File: src/rtl/burst_master_port.sv
// burst_master_port: bus master that serialises a burst transaction onto
// one-bit write/read links. The address goes out once per burst, MSB first.
// The master arbitrates with breq/bgrant, checks the slave ack after the
// slave-select bits, and retries after a stall timeout.
// Optional feature: define BURST_MASTER_PORT_SPLIT_EN to honour slave split
// during reads.
//
// state   | meaning
// --------+---------------------------------------------------------------
// IDLE    | waiting for m_start
// REQ     | bus requested, waiting for bgrant
// FETCH   | load the address shift register, clear the timeout
// ADDR_1  | send slave-select bits, check ack on the last one
// ADDR_2  | send the remaining address bits
// LOAD    | capture one write beat from m_wr_data
// WR_DATA | send one write beat
// RD_DATA | shift in one read beat
// SPLIT   | slave split: hold the bus and all counters
// BACKOFF | release the bus for one cycle after a timeout
// DONE    | completion pulse, then back to IDLE
module burst_master_port #(
  parameter int AW         = 16,
  parameter int DW         = 8,
  parameter int SLAVE_BITS = 4,
  parameter int MAX_BURST  = 4,
  parameter int TIMEOUT    = 64,
  parameter int MAX_RETRY  = 3,
  localparam int LW        = $clog2(MAX_BURST) + 1
) (
  input  logic          clk,
  input  logic          rstn,
  output logic          mode,
  output logic          wr_bus,
  input  logic          rd_bus,
  input  logic          ack,
  output logic          master_valid,
  input  logic          slave_ready,
  output logic          master_ready,
  input  logic          slave_valid,
  output logic          breq,
  input  logic          bgrant,
  input  logic          split,
  input  logic [AW-1:0] m_addr,
  input  logic          m_mode,
  input  logic [LW-1:0] m_len,
  input  logic          m_start,
  input  logic [DW-1:0] m_wr_data,
  output logic          m_wr_req,
  output logic [DW-1:0] m_rd_data,
  output logic          m_rd_valid,
  output logic          m_busy,
  output logic          m_done,
  output logic          m_err
);

  localparam int SRW = (AW > DW) ? AW : DW;
  localparam int BCW = $clog2(SRW + 1);
  localparam int TW  = $clog2(TIMEOUT);
  localparam int RW  = $clog2(MAX_RETRY + 1);

  typedef enum logic [3:0] {
    IDLE, REQ, FETCH, ADDR_1, ADDR_2, LOAD, WR_DATA, RD_DATA, SPLIT, BACKOFF, DONE
  } state_t;

  state_t          state_q, state_d;
  logic [AW-1:0]   addr_q, addr_d;
  logic            mode_q, mode_d;
  logic [LW-1:0]   len_q, len_d;
  logic [SRW-1:0]  sr_q, sr_d;
  logic [BCW-1:0]  bit_q, bit_d;
  logic [LW-1:0]   beat_q, beat_d;
  logic [TW-1:0]   to_q, to_d;
  logic [RW-1:0]   retry_q, retry_d;
  logic            err_q, err_d;
  logic [DW-1:0]   rd_data_q, rd_data_d;
  logic            rd_valid_q, rd_valid_d;
  logic            stall;
  logic            xfer_w, xfer_r;

  assign breq         = !(state_q == IDLE || state_q == BACKOFF || state_q == DONE);
  assign master_valid = (state_q == ADDR_1) || (state_q == ADDR_2) || (state_q == WR_DATA);
  assign master_ready = (state_q == RD_DATA);
  assign m_busy       = (state_q != IDLE);
  assign m_wr_req     = (state_q == LOAD);
  assign m_done       = (state_q == DONE);
  assign mode         = mode_q;
  assign wr_bus       = master_valid & sr_q[SRW-1];
  assign m_rd_data    = rd_data_q;
  assign m_rd_valid   = rd_valid_q;
  assign m_err        = err_q;
  assign xfer_w       = master_valid & slave_ready;
  assign xfer_r       = master_ready & slave_valid;

`ifndef BURST_MASTER_PORT_SPLIT_EN
  logic unused_split;
  assign unused_split = split;
`endif

  // state and datapath register bank
  always_ff @(posedge clk or negedge rstn) begin
    if (!rstn) begin
      state_q    <= IDLE;
      addr_q     <= '0;
      mode_q     <= 1'b0;
      len_q      <= '0;
      sr_q       <= '0;
      bit_q      <= '0;
      beat_q     <= '0;
      to_q       <= '0;
      retry_q    <= '0;
      err_q      <= 1'b0;
      rd_data_q  <= '0;
      rd_valid_q <= 1'b0;
    end else begin
      state_q    <= state_d;
      addr_q     <= addr_d;
      mode_q     <= mode_d;
      len_q      <= len_d;
      sr_q       <= sr_d;
      bit_q      <= bit_d;
      beat_q     <= beat_d;
      to_q       <= to_d;
      retry_q    <= retry_d;
      err_q      <= err_d;
      rd_data_q  <= rd_data_d;
      rd_valid_q <= rd_valid_d;
    end
  end

  // next-state, bit/beat sequencing and stall timeout
  always_comb begin
    state_d    = state_q;
    addr_d     = addr_q;
    mode_d     = mode_q;
    len_d      = len_q;
    sr_d       = sr_q;
    bit_d      = bit_q;
    beat_d     = beat_q;
    to_d       = to_q;
    retry_d    = retry_q;
    err_d      = err_q;
    rd_data_d  = rd_data_q;
    rd_valid_d = 1'b0;
    stall      = 1'b0;

    case (state_q)
      IDLE: begin
        if (m_start) begin
          addr_d  = m_addr;
          mode_d  = m_mode;
          len_d   = (m_len == '0 || m_len > LW'(MAX_BURST)) ? LW'(MAX_BURST) : m_len;
          err_d   = 1'b0;
          retry_d = '0;
          state_d = REQ;
        end
      end
      REQ: begin
        if (bgrant) begin
          to_d    = '0;
          state_d = FETCH;
        end
      end
      FETCH: begin
        sr_d    = SRW'(addr_q) << (SRW - AW);
        bit_d   = '0;
        state_d = ADDR_1;
      end
      ADDR_1: begin
        if (xfer_w) begin
          sr_d = sr_q << 1;
          to_d = '0;
          if (bit_q == BCW'(SLAVE_BITS - 1)) begin
            bit_d = '0;
            if (ack) begin
              state_d = ADDR_2;
            end else begin
              err_d   = 1'b1;
              state_d = DONE;
            end
          end else begin
            bit_d = bit_q + 1'b1;
          end
        end else begin
          stall = 1'b1;
        end
      end
      ADDR_2: begin
        if (xfer_w) begin
          sr_d = sr_q << 1;
          to_d = '0;
          if (bit_q == BCW'(AW - SLAVE_BITS - 1)) begin
            bit_d   = '0;
            state_d = mode_q ? LOAD : RD_DATA;
          end else begin
            bit_d = bit_q + 1'b1;
          end
        end else begin
          stall = 1'b1;
        end
      end
      LOAD: begin
        sr_d    = SRW'(m_wr_data) << (SRW - DW);
        bit_d   = '0;
        state_d = WR_DATA;
      end
      WR_DATA: begin
        if (xfer_w) begin
          sr_d = sr_q << 1;
          to_d = '0;
          if (bit_q == BCW'(DW - 1)) begin
            bit_d   = '0;
            beat_d  = beat_q + 1'b1;
            state_d = (beat_q == len_q - 1'b1) ? DONE : LOAD;
          end else begin
            bit_d = bit_q + 1'b1;
          end
        end else begin
          stall = 1'b1;
        end
      end
      RD_DATA: begin
        if (xfer_r) begin
          sr_d = {sr_q[SRW-2:0], rd_bus};
          to_d = '0;
          if (bit_q == BCW'(DW - 1)) begin
            bit_d      = '0;
            beat_d     = beat_q + 1'b1;
            rd_data_d  = {sr_q[DW-2:0], rd_bus};
            rd_valid_d = 1'b1;
            if (beat_q == len_q - 1'b1) state_d = DONE;
          end else begin
            bit_d = bit_q + 1'b1;
          end
        end else begin
          stall = 1'b1;
        end
`ifdef BURST_MASTER_PORT_SPLIT_EN
        // a split freezes the timeout; a bit taken in the same cycle still counts
        if (split) begin
          stall = 1'b0;
          if (state_d == RD_DATA) state_d = SPLIT;
        end
`endif
      end
`ifdef BURST_MASTER_PORT_SPLIT_EN
      SPLIT: begin
        if (!split) state_d = RD_DATA;
      end
`endif
      BACKOFF: begin
        bit_d  = '0;
        beat_d = '0;
        if (retry_q < RW'(MAX_RETRY)) begin
          retry_d = retry_q + 1'b1;
          state_d = REQ;
        end else begin
          err_d   = 1'b1;
          state_d = DONE;
        end
      end
      DONE: begin
        bit_d   = '0;
        beat_d  = '0;
        to_d    = '0;
        retry_d = '0;
        state_d = IDLE;
      end
      default: state_d = IDLE;
    endcase

    if (stall) begin
      to_d = to_q + 1'b1;
      if (to_q == TW'(TIMEOUT - 2)) state_d = BACKOFF;
    end
  end

endmodule

File: config.mk
export PLATFORM = sky130hd
export DESIGN_NAME = burst_master_port
export DESIGN_NICKNAME = d
export VERILOG_FILES = /design/src/rtl/burst_master_port.sv
export SDC_FILE = /design/constraint.sdc
export NUM_CORES = 1
export LEC_CHECK = 0
export BUFFER_PORTS_ARGS = -buffer_cell sky130_fd_sc_hd__buf_2
export CORE_MARGIN = 4
export CORE_UTILIZATION = 35
export CTS_CLUSTER_SIZE = 28
export DETAILED_ROUTE_END_ITERATION = 10
export HOLD_SLACK_MARGIN = 0.12
export PLACE_DENSITY_LB_ADDON = 0.3
export RECOVER_POWER = 50
export SLEW_MARGIN = 40
export SYNTH_ARGS = -nofsm -noshare
export SYNTH_HDL_FRONTEND = slang
export SYNTH_SLANG_ARGS = --single-unit
export TNS_END_PERCENT = 10
File: constraint.sdc
create_clock -name clk -period 3.2 [get_ports clk]
set_clock_uncertainty 0.1 [all_clocks]
set_input_delay 0.64 -clock clk [delete_from_list [all_inputs] [get_ports clk]]
set_output_delay 0.64 -clock clk [all_outputs]
set_load 0.02 [all_outputs]
==> summary.md, run 1 <==
| Metric | Value |
|---|---|
| Fin. max-slew vios | 31 |
| Hold Path Class | reg -> reg |
| GPL Wtd Cong | slightly above 0.8 |
| Min Clock Period, post-route | roughly 2.7 ns |
| Overflow after GRT | 0 |
| Slowest stage delay, CP | 0.72 ns |
| Worst Setup SP | state_q[1] |
| CP Capture Type | output port |
| Area leader, netlist | dfrtp_1 |
| Asr flop ratio synth | 100% |
| PostCTS Resize Cnt | 0 |
| Sequential fraction of the synthesis area | roughly half |
| Area Growth Syn to Fin | 17.0% |
| DRC | 0 |
| Die H | between 100 and 150 um |
| Area of the die | 11500 um^2 |
| Routed len/inst | 15.3 um |
| Drt via density | approximately 5.4 |
| HPWL Detailed | between 5 and 6 mm |
| Area occupied by registers | 1650 um^2 |
| Final setup vio count | 0 |
| FILL cells | between 900 and 1000 |
| WHS Path Cells | 2 |
| CTS tree | yes |
| Gr usage total | 15.0% |
| Top cells by instance count after synthesis | dfrtp_1, nor2_1, a21oi_1, mux2_2, nand2_1 |
| Setup WS post-layout | 0.469 ns |
| Syn Nets | 377 |
| RSZ-0062 raised after global routing | no |
| Htree depth | 3 |
| Clock-pin slew on the worst setup and hold paths | 0.06 ns |
| Slew HR | -14.1% |
| Initial antenna violation count | 0 |
| Final hold slack | 0.384 ns |
| ANT cells | 0 |
| Cell family contributing the most delay on the critical path | flip-flops |
| Final std cells w/o fill | 521 |
| VDD IR-drop max | 0.418 mV |
| #FFs+latches synth | 66 |
| Cell chain of the critical path | nand2b_1 -> a21oi_1 -> nor2_1 -> buf_2 |
| Power share of the combinational group | 41.3% |
| CP Buf/Inv Count | 1 |
| Hold-fix buffers, CTS | 0 |
| Post-route setup TNS | 0 ns |
| Cell Rows | 35 |
| Slew @ Worst Pin | 1.71 ns |
| Core ar. | 9420 um^2 |
| Clock Latency Late Sink | 0.34 ns |
| Failing checks | capacitance limit, slew limit |
| Final Hold Fails | 0 |
| Post-synthesis cell count | 333 |
| Met2 usage | 23.4% |
| Ys flop type | dfrtp_1 |
| PD cells | 889 nW/um^2 |
| Mapped Area | 3440 um^2 |
| Clk buf depth | 2 |
| M1 GR Usage | 20.1% |
| Die X | 107 um |
| Post-synth EDFFs | 0 |
| CTS sink cnt | 66 |
| Multi-input gate area | 1670 um^2 |
| Final worst path period share | roughly 85% |
| Hold_sp | m_err |
| Max Cap Violations | 1 |
| Mean post-synth cell area | just over 10 um^2 |
| Root buffer cell | clkbuf_8 |
| Syn. warnings | 0 |
| Initial Util | a little over a third |
| Drt total wl | 7.98 mm |
| Max frequency | ~0.37 GHz |
| Number of global-route vias before repair | approximately 2800 |
| Switching power | 1.40 mW |
| Met3 Track Usage GR | ~4.4% |
| Placed insts | about 510 |
| Switching Fraction | 39.3% |
| Port Buf Inserts | 53 |
| DR iter-0 viols | 222 |
| CP max-delay cell | dfrtp_1 |
| Top-area cell type share of the netlist area | between 40% and 50% |
| DRT Pass-1 Iters | 5 |
| Sequential power share | 39.9% |
| CP Depth | 4 |
| CTS Buf Count | 9 |
| Status | complete, but fails checks |
| Worst setup path class | reg -> out |
| Final net count | 432 |
| Pint | about 2.2 mW |
| First-pass GRT wire length | 13.8 mm |
| Worst Reg-to-Reg Cells | 5 |
| Ports | 55 |
| Arr. time, crit path | 1.99 ns |
| Largest net degree at the start of global routing | 33 |
| Pre-CTS setup slack | roughly 0.79 ns |
| R2r startpoint | state_q[1] |
| LEAKAGE | 1.81 nW |
| Max FO, Critical Path | 20 |
| GR peak layer | met2 |
| ANT nets after route | 0 |
| Post-synth cell types | 62 |
| Layout cells sized above 1 | around 26% |
| Crit start category | flip-flop |
| Required @ worst endpoint | 2.46 ns |
| Most frequent cell after synthesis | dfrtp_1 |
| # Post-CTS Setup Buffers | 0 |
| Clock power share | 18.8% |
| Vias after detailed routing | 2794 |
| Synth area leaders | dfrtp_1, mux2_2, a21oi_1 |
==> per-stage QoR <==
stage	util (%)	power [mW]	instance area [um^2]
global placement	40.9	2.87	3850
floorplan	-	2.52	3440
detailed placement	40.9	2.93	3850
global route	42.7	3.88	4020
CTS	42.9	3.61	4040
finish	42.7	3.58	4020
==> final cells by class <==
type	instances	area share, %
Multi-Input combinational cell	239	41.6
Sequential cell	66	41.1
Timing Repair Buffer	62	7.81
Tap cell	129	4.01
Clock buffer	12	3.61
Clock inverter	3	0.996
Inverter	10	0.933
==> worst min-delay path, cell delays in order (launching register included) <==
cell	delay [ns]
dfrtp_1	0.34
nand2_1	0.05
nand2_1	0.06
==> kinds of logic after synthesis <==
family / count (synthesis) / share of synthesized area, %
multiplexers: 29 / 9.43
buffers and inverters: 28 / 3.53
AND/OR/NAND/NOR: 110 / 17.4
AO/OA/AOI/OAI: 88 / 17.3
flip-flops: 66 / 48.1
XOR/XNOR: 5 / 1.68
adder cells (fa/ha/maj): 7 / 2.55
==> final timing paths <==
check	to	slack (ns)
max in group asynchronous	m_rd_data[1]	0.82
min in group asynchronous	bit_q[0]	0.64
hold reg to reg	m_err	0.38
setup / recovery	breq	0.47
hold / removal	m_err	0.38
setup reg to reg	state_q[2]	0.78
==> state kept, by name, indices dropped and copies added (netlist names), 2 cells and up <==
register / flops
addr_q: 16
beat_q: 3
bit_q: 5
len_q: 3
m_rd_data: 8
retry_q: 2
sr_q: 16
state_q: 4
to_q: 6
==> layout by cell type, fill, tap and decap left out, types with 3 or more instances in the layout <==
master and instances:
nand2_1 23, nor2_1 31, a21o_1 4, a21oi_1 28
mux2_2 27, o21ai_0 13, or2_2 3, clkbuf_1 13
a22oi_1 8, buf_2 43, xor2_1 3, a31oi_1 4
a222oi_1 8, buf_4 7, ha_1 7, dfrtp_1 66
nor4_1 3, nand4_1 3, nand2b_1 9, clkbuf_8 10
nand3_1 11, inv_1 10, nand3b_1 3, nor3_1 5
==> power by group through the flow <==
stage          clock network, mW  registers (mW)  logic, mW
6_report                   0.673            1.43       1.48
5_1_grt                    0.730            1.48       1.68
4_1_cts                    0.693            1.42       1.50
3_5_place_dp                   0            1.44       1.49
3_3_place_gp                   0            1.42       1.45
2_1_floorplan                  0            1.35       1.16
==> layer usage <==
metal	wire length, um	part of all wire [%]	vias up
li1	-	-	1341
met1	3670	46	1365
met2	3690	46	78
met3	518	6.5	10
met4	98	1.2	0
met5	0	0	-
(Power assumes the default switching activity.)
==> inputs of run 2 (changes only) <==
--- a/config.mk
+++ b/config.mk
@@ -5,7 +5,10 @@
 export SDC_FILE = /design/constraint.sdc
 export NUM_CORES = 1
 export LEC_CHECK = 0
+export ABC_AREA = 1
 export BUFFER_PORTS_ARGS = -buffer_cell sky130_fd_sc_hd__buf_2
+export CELL_PAD_IN_SITES_DETAIL_PLACEMENT = 0
+export CELL_PAD_IN_SITES_GLOBAL_PLACEMENT = 1
 export CORE_MARGIN = 4
 export CORE_UTILIZATION = 35
 export CTS_CLUSTER_SIZE = 28
@@ -17,4 +20,4 @@
 export SYNTH_ARGS = -nofsm -noshare
 export SYNTH_HDL_FRONTEND = slang
 export SYNTH_SLANG_ARGS = --single-unit
-export TNS_END_PERCENT = 10
+export TNS_END_PERCENT = 20
==> summary.md, run 2 <==
| Metric | Value |
|---|---|
| Required @ worst endpoint | 2.46 ns |
| Post-route setup TNS | 0 ns |
| Fin. max-slew vios | 28 |
| Syn. warnings | 0 |
| Largest net degree at the start of global routing | between 40 and 50 |
| Clk buf depth | 2 |
| Mapped Area | 3550 um^2 |
| Hold Path Class | reg -> reg |
| DRC | 0 |
| Final setup vio count | 0 |
| Overflow after GRT | 0 |
| Area of the die | 11800 um^2 |
| Layout cells sized above 1 | 15.0% |
| CP max-delay cell | nor2_1 |
| Max Cap Violations | 1 |
| Area Growth Syn to Fin | 17.9% |
| Drt via density | 4.73 |
| CTS sink cnt | 66 |
| PD cells | 876 nW/um^2 |
| Worst setup path class | reg -> out |
| #FFs+latches synth | 66 |
| Final worst path period share | 83.4% |
| Routed len/inst | 13.4 um |
| Area leader, netlist | dfrtp_1 |
| Area occupied by registers | 1650 um^2 |
| Clock Latency Late Sink | 0.33 ns |
| Post-synthesis cell count | slightly below 500 |
| Asr flop ratio synth | 100% |
| Hold-fix buffers, CTS | 0 |
| Synth area leaders | dfrtp_1, nand2_1, nand3_1 |
| Post-synth EDFFs | 0 |
| Post-synth cell types | 32 |
| DR iter-0 viols | around 210 |
| Initial Util | 36.2% |
| Clock-pin slew on the worst setup and hold paths | 0.07 ns |
| Vias after detailed routing | 3208 |
| Htree depth | 3 |
| Cell Rows | 36 |
| LEAKAGE | 2.18 nW |
| Die X | roughly 110 um |
| CP Buf/Inv Count | 2 |
| Status | complete, but fails checks |
| Crit start category | flip-flop |
| Multi-input gate area | ~1600 um^2 |
| Core ar. | 9820 um^2 |
| Number of global-route vias before repair | 3205 |
| RSZ-0062 raised after global routing | no |
| Most frequent cell after synthesis | nand2_1 |
| Top cells by instance count after synthesis | nand2_1, dfrtp_1, inv_1, nand3_1, o21ai_0 |
| PostCTS Resize Cnt | 0 |
| R2r startpoint | state_q[3] |
| Final net count | ~580 |
| Port Buf Inserts | 53 |
| First-pass GRT wire length | 15.6 mm |
| Min Clock Period, post-route | around 2.7 ns |
| Final hold slack | 0.374 ns |
| ANT nets after route | 0 |
| CP Capture Type | output port |
| Cell chain of the critical path | inv_2 -> nand2_2 -> nor2_1 -> buf_2 |
| ANT cells | 0 |
| Slowest stage delay, CP | 0.50 ns |
| Max FO, Critical Path | 19 |
| Slew @ Worst Pin | 1.53 ns |
| Mean post-synth cell area | between 7 and 8 um^2 |
| Ports | 55 |
| Failing checks | capacitance limit, slew limit |
| DRT Pass-1 Iters | 5 |
| Hold_sp | sr_q[12] |
| Drt total wl | slightly above 9 mm |
| FILL cells | between 1000 and 1500 |
| VDD IR-drop max | about 0.38 mV |
| Max frequency | 0.375 GHz |
| # Post-CTS Setup Buffers | 0 |
| GPL Wtd Cong | between 0.8 and 0.9 |
| Root buffer cell | clkbuf_8 |
| Sequential fraction of the synthesis area | between 40% and 50% |
| Die H | 109 um |
| Slew HR | -1.68% |
| Initial antenna violation count | 0 |
| Placed inst area | 3980 um^2 |
| Ys flop type | dfrtp_1 |
| Top-area cell type share of the netlist area | between 40% and 50% |
| CTS Buf Count | 9 |
| Post-route design area | 4190 um^2 |
| Cell family contributing the most delay on the critical path | simple AND/OR/NAND/NOR gates |
| HPWL Detailed | about 6.8 mm |
| Worst Setup SP | state_q[3] |
| CTS tree | yes |
| Utilization after layout | between 40% and 50% |
| Gr usage total | between 10% and 20% |
| Syn Nets | 525 |
| Arr. time, crit path | 1.93 ns |
| Commonest non-fill, non-tap cell in the layout | nand2_1 |
| Most frequent cells in the layout | nand2_1, dfrtp_1, inv_1 |
| Final Hold Fails | 0 |
-- run 2: routing by layer --
metal	up-vias	GRT usage, %	share of wire, %
met2	66	27.6	49
met1	1496	22.2	46
met5	-	0	0
met3	4	4.56	4.2
li1	1642	-	-
met4	0	3.70	0.78
-- run 2: metrics by stage --
stage | worst slack, ns | instances | power (mW)
CTS | 0.494 | 678 | 3.71
global route | 0.179 | 678 | 4.02
floorplan | 1.32 | 481 | 2.45
finish | 0.533 | 678 | 3.67
global placement | 0.768 | 662 | 2.83
detailed placement | 0.747 | 662 | 2.86
-- run 2: logic make-up after synthesis --
family / count (synthesis) / synth area share (%)
flip-flops: 66 / 46.5
AO/OA/AOI/OAI: 60 / 9.72
buffers and inverters: 65 / 7.26
adder cells (fa/ha/maj): 7 / 2.47
AND/OR/NAND/NOR: 277 / 32.6
XOR/XNOR: 6 / 1.48
-- run 2: worst paths after layout --
check | endpoint | slack (ns) | depth (start not counted)
min in group asynchronous | m_rd_valid | 0.57 | 1
setup / recovery | m_wr_req | 0.53 | 4
setup reg to reg | sr_q[9] | 0.79 | 9
hold reg to reg | sr_q[12] | 0.37 | 2
hold / removal | sr_q[12] | 0.37 | 2
max in group asynchronous | addr_q[13] | 0.71 | 2
-- run 2: cell type report --
type                       instances  area share (%)
timing repair buffer              57            6.72
clock buffer                      11            3.14
clock inverter                     5            2.45
tap                              133            3.97
inverter                          56            5.02
multi-input combinational        350            39.2
sequential                        66            39.4
-- run 2: power by group --
group	leakage [nW]	total [mW]	internal (mW)	switching, mW
Combinational	1.21	1.53	0.514	1.01
Sequential	0.860	1.30	1.12	0.180
Clock	0.114	0.842	0.517	0.325
-- run 2: worst register-to-register path, delay by kind of cell (launching register included) --
kind,cells,cell delay [ns]
compound gates,1,0.52
buf+inv,3,0.51
flops,1,0.44
simple gates,5,0.73
==> inputs of run 3 (changes only) <==
==> constraint.sdc (replaced) <==
create_clock -name clk -period 2.21 [get_ports clk]
set_clock_uncertainty 0.1 [all_clocks]
set_input_delay 0.442 -clock clk [delete_from_list [all_inputs] [get_ports clk]]
set_output_delay 0.442 -clock clk [all_outputs]
set_load 0.02 [all_outputs]
==> summary.md, run 3 (same netlist as run 2, synthesis figures left out) <==
| Metric | Value |
|---|---|
| Drt via density | 4.71 |
| Root buffer cell | clkbuf_8 |
| Status | complete, no violations |
| VDD IR-drop max | 0.519 mV |
| Pint | 2.99 mW |
| Drt total wl | slightly above 9 mm |
| Pre-CTS setup slack | approximately 0.25 ns |
| Hold Path Class | in -> reg |
| CTS tree | yes |
| CP Capture Type | output port |
| Min Clock Period, post-route | 2.12 ns |
| Core ar. | ~9800 um^2 |
| Overflow after GRT | 0 |
| ANT cells | 0 |
| Area Growth Syn to Fin | 20.5% |
| Initial antenna violation count | 0 |
| Htree depth | 3 |
| Setup WS post-layout | around 0.085 ns |
| Slew HR | roughly 28% |
| Fin. max-slew vios | 0 |
| Clk buf depth | 2 |
| Vias after detailed routing | 3238 |
| Cell chain of the critical path | inv_2 -> nand2_2 -> buf_4 -> nor2_2 -> buf_2 |
| Slew @ Worst Pin | roughly 1.1 ns |
| Clock Latency Late Sink | 0.35 ns |
| Cell Rows | 36 |
| PD cells | 1230 nW/um^2 |
| Crit start category | flip-flop |
| Port Buf Inserts | 53 |
| Layout cells sized above 1 | 18.2% |
| Final std cells w/o fill | between 600 and 700 |
| Max frequency | between 0.4 and 0.5 GHz |
| Final net count | 593 |
| Area of the die | 11800 um^2 |
| CTS Buf Count | 9 |
| CP max-delay cell | dfrtp_2 |
| ANT nets after route | 0 |
| # Post-CTS Setup Buffers | 0 |
| Area occupied by registers | 1660 um^2 |
| Clock power share | just over 20% |
| Slowest stage delay, CP | 0.47 ns |
| CTS sink cnt | 66 |
| Max FO, Critical Path | 15 |
| Die X | 109 um |
| Final setup vio count | 0 |
| DRC | 0 |
| LEAKAGE | around 2.2 nW |
| DRT Pass-1 Iters | 4 |
| Arr. time, crit path | about 1.6 ns |
| Switching Fraction | 43.0% |
| Placed insts | 670 |
| GPL Wtd Cong | 0.905 |
| Initial Util | 36.2% |
| Post-route setup TNS | 0 ns |
| Gr usage total | 16.6% |
| FILL cells | 1044 |
| CP Buf/Inv Count | 3 |
| Max Cap Violations | 0 |
| Sequential power share | 35.9% |
| Largest net degree at the start of global routing | 33 |
| DR iter-0 viols | between 150 and 200 |
| Switching power | approximately 2.3 mW |
| Commonest non-fill, non-tap cell in the layout | nand2_1 |
| Number of global-route vias before repair | 3167 |
| Multi-input gate area | approximately 1700 um^2 |
| Required @ worst endpoint | approximately 1.7 ns |
| Most frequent cells in the layout | nand2_1, dfrtp_1, inv_1 |
| First-pass GRT wire length | 15.3 mm |
| Clock-pin slew on the worst setup and hold paths | ~0.08 ns |
| HPWL Detailed | 6.92 mm |
| Cell family contributing the most delay on the critical path | buffers and inverters |
| RSZ-0062 raised after global routing | yes |
| Final hold slack | 0.182 ns |
| Die H | 109 um |
| Worst setup path class | reg -> out |
| Final worst path period share | 96.1% |
| Power share of the combinational group | 43.9% |
| Routed len/inst | 13.2 um |
| Ports | 55 |
| Final Hold Fails | 0 |
run 3: routing by layer:
metal | wire length, um | GRT usage [%] | vias to the layer above | share of wire (%)
met4 | 92 | 4.78 | 0 | 1.0
met3 | 392 | 3.73 | 9 | 4.3
met1 | 4270 | 22.7 | 1499 | 47
li1 | - | - | 1663 | -
met2 | 4310 | 26.7 | 67 | 48
met5 | 0 | 0 | - | 0
run 3: layout make-up:
| class | count | share of cell area (%) |
|---|---|---|
| Inverter | 56 | 4.91 |
| Multi-Input combinational cell | 350 | 38.9 |
| Sequential cell | 66 | 38.7 |
| Tap cell | 133 | 3.89 |
| Timing Repair Buffer | 66 | 8.89 |
| Clock buffer | 10 | 3.22 |
| Clock inverter | 6 | 1.52 |
run 3: stage by stage:
| step | power [mW] | utilization, % | instance area (um^2) |
|---|---|---|---|
| after floorplan | 3.55 | - | 3550 |
| after global placement | 4.19 | 41.3 | 4050 |
| after detailed placement | 4.22 | 41.3 | 4050 |
| after CTS | 5.30 | 43.5 | 4270 |
| after global routing | 5.74 | 43.6 | 4280 |
| final | 5.25 | 43.6 | 4280 |
run 3: worst paths after layout:
path,startpoint,end,slack [ns],depth (start not counted)
worst min-delay path,m_addr[8],addr_q[8],0.18,3
worst max register to register,state_q[0],sr_q[5],0.22,10
worst min register to register,sr_q[12],sr_q[12],0.38,2
min in group asynchronous,rstn,retry_q[0],0.70,2
worst max-delay path,state_q[3],m_wr_req,0.09,5
max in group asynchronous,rstn,addr_q[5],0.35,3
run 3: worst reg2reg max path, cell delays in order (launching register included):
cell and delay [ns]:
dfrtp_1 0.46, nand2_1 0.12, inv_1 0.06, nand2_2 0.14
inv_1 0.12, nor2_2 0.32, buf_4 0.21, buf_4 0.14
o21ai_0 0.08, nand2_1 0.07, o21ai_1 0.05
run 3: power by group through the flow:
stage | logic, mW | clock network, mW | registers [mW]
detailed placement | 2.32 | 0 | 1.89
finish | 2.30 | 1.06 | 1.88
global route | 2.66 | 1.14 | 1.94
floorplan | 1.69 | 0 | 1.86
CTS | 2.34 | 1.09 | 1.87
global placement | 2.30 | 0 | 1.89
run 3: what timing repair did:
item                                   in CTS  in global routing
endpoints found under the hold margin      15                  0
hold buffers                                1                  0
setup endpoints to repair                   2                  4
gates resized for setup                     2                  8
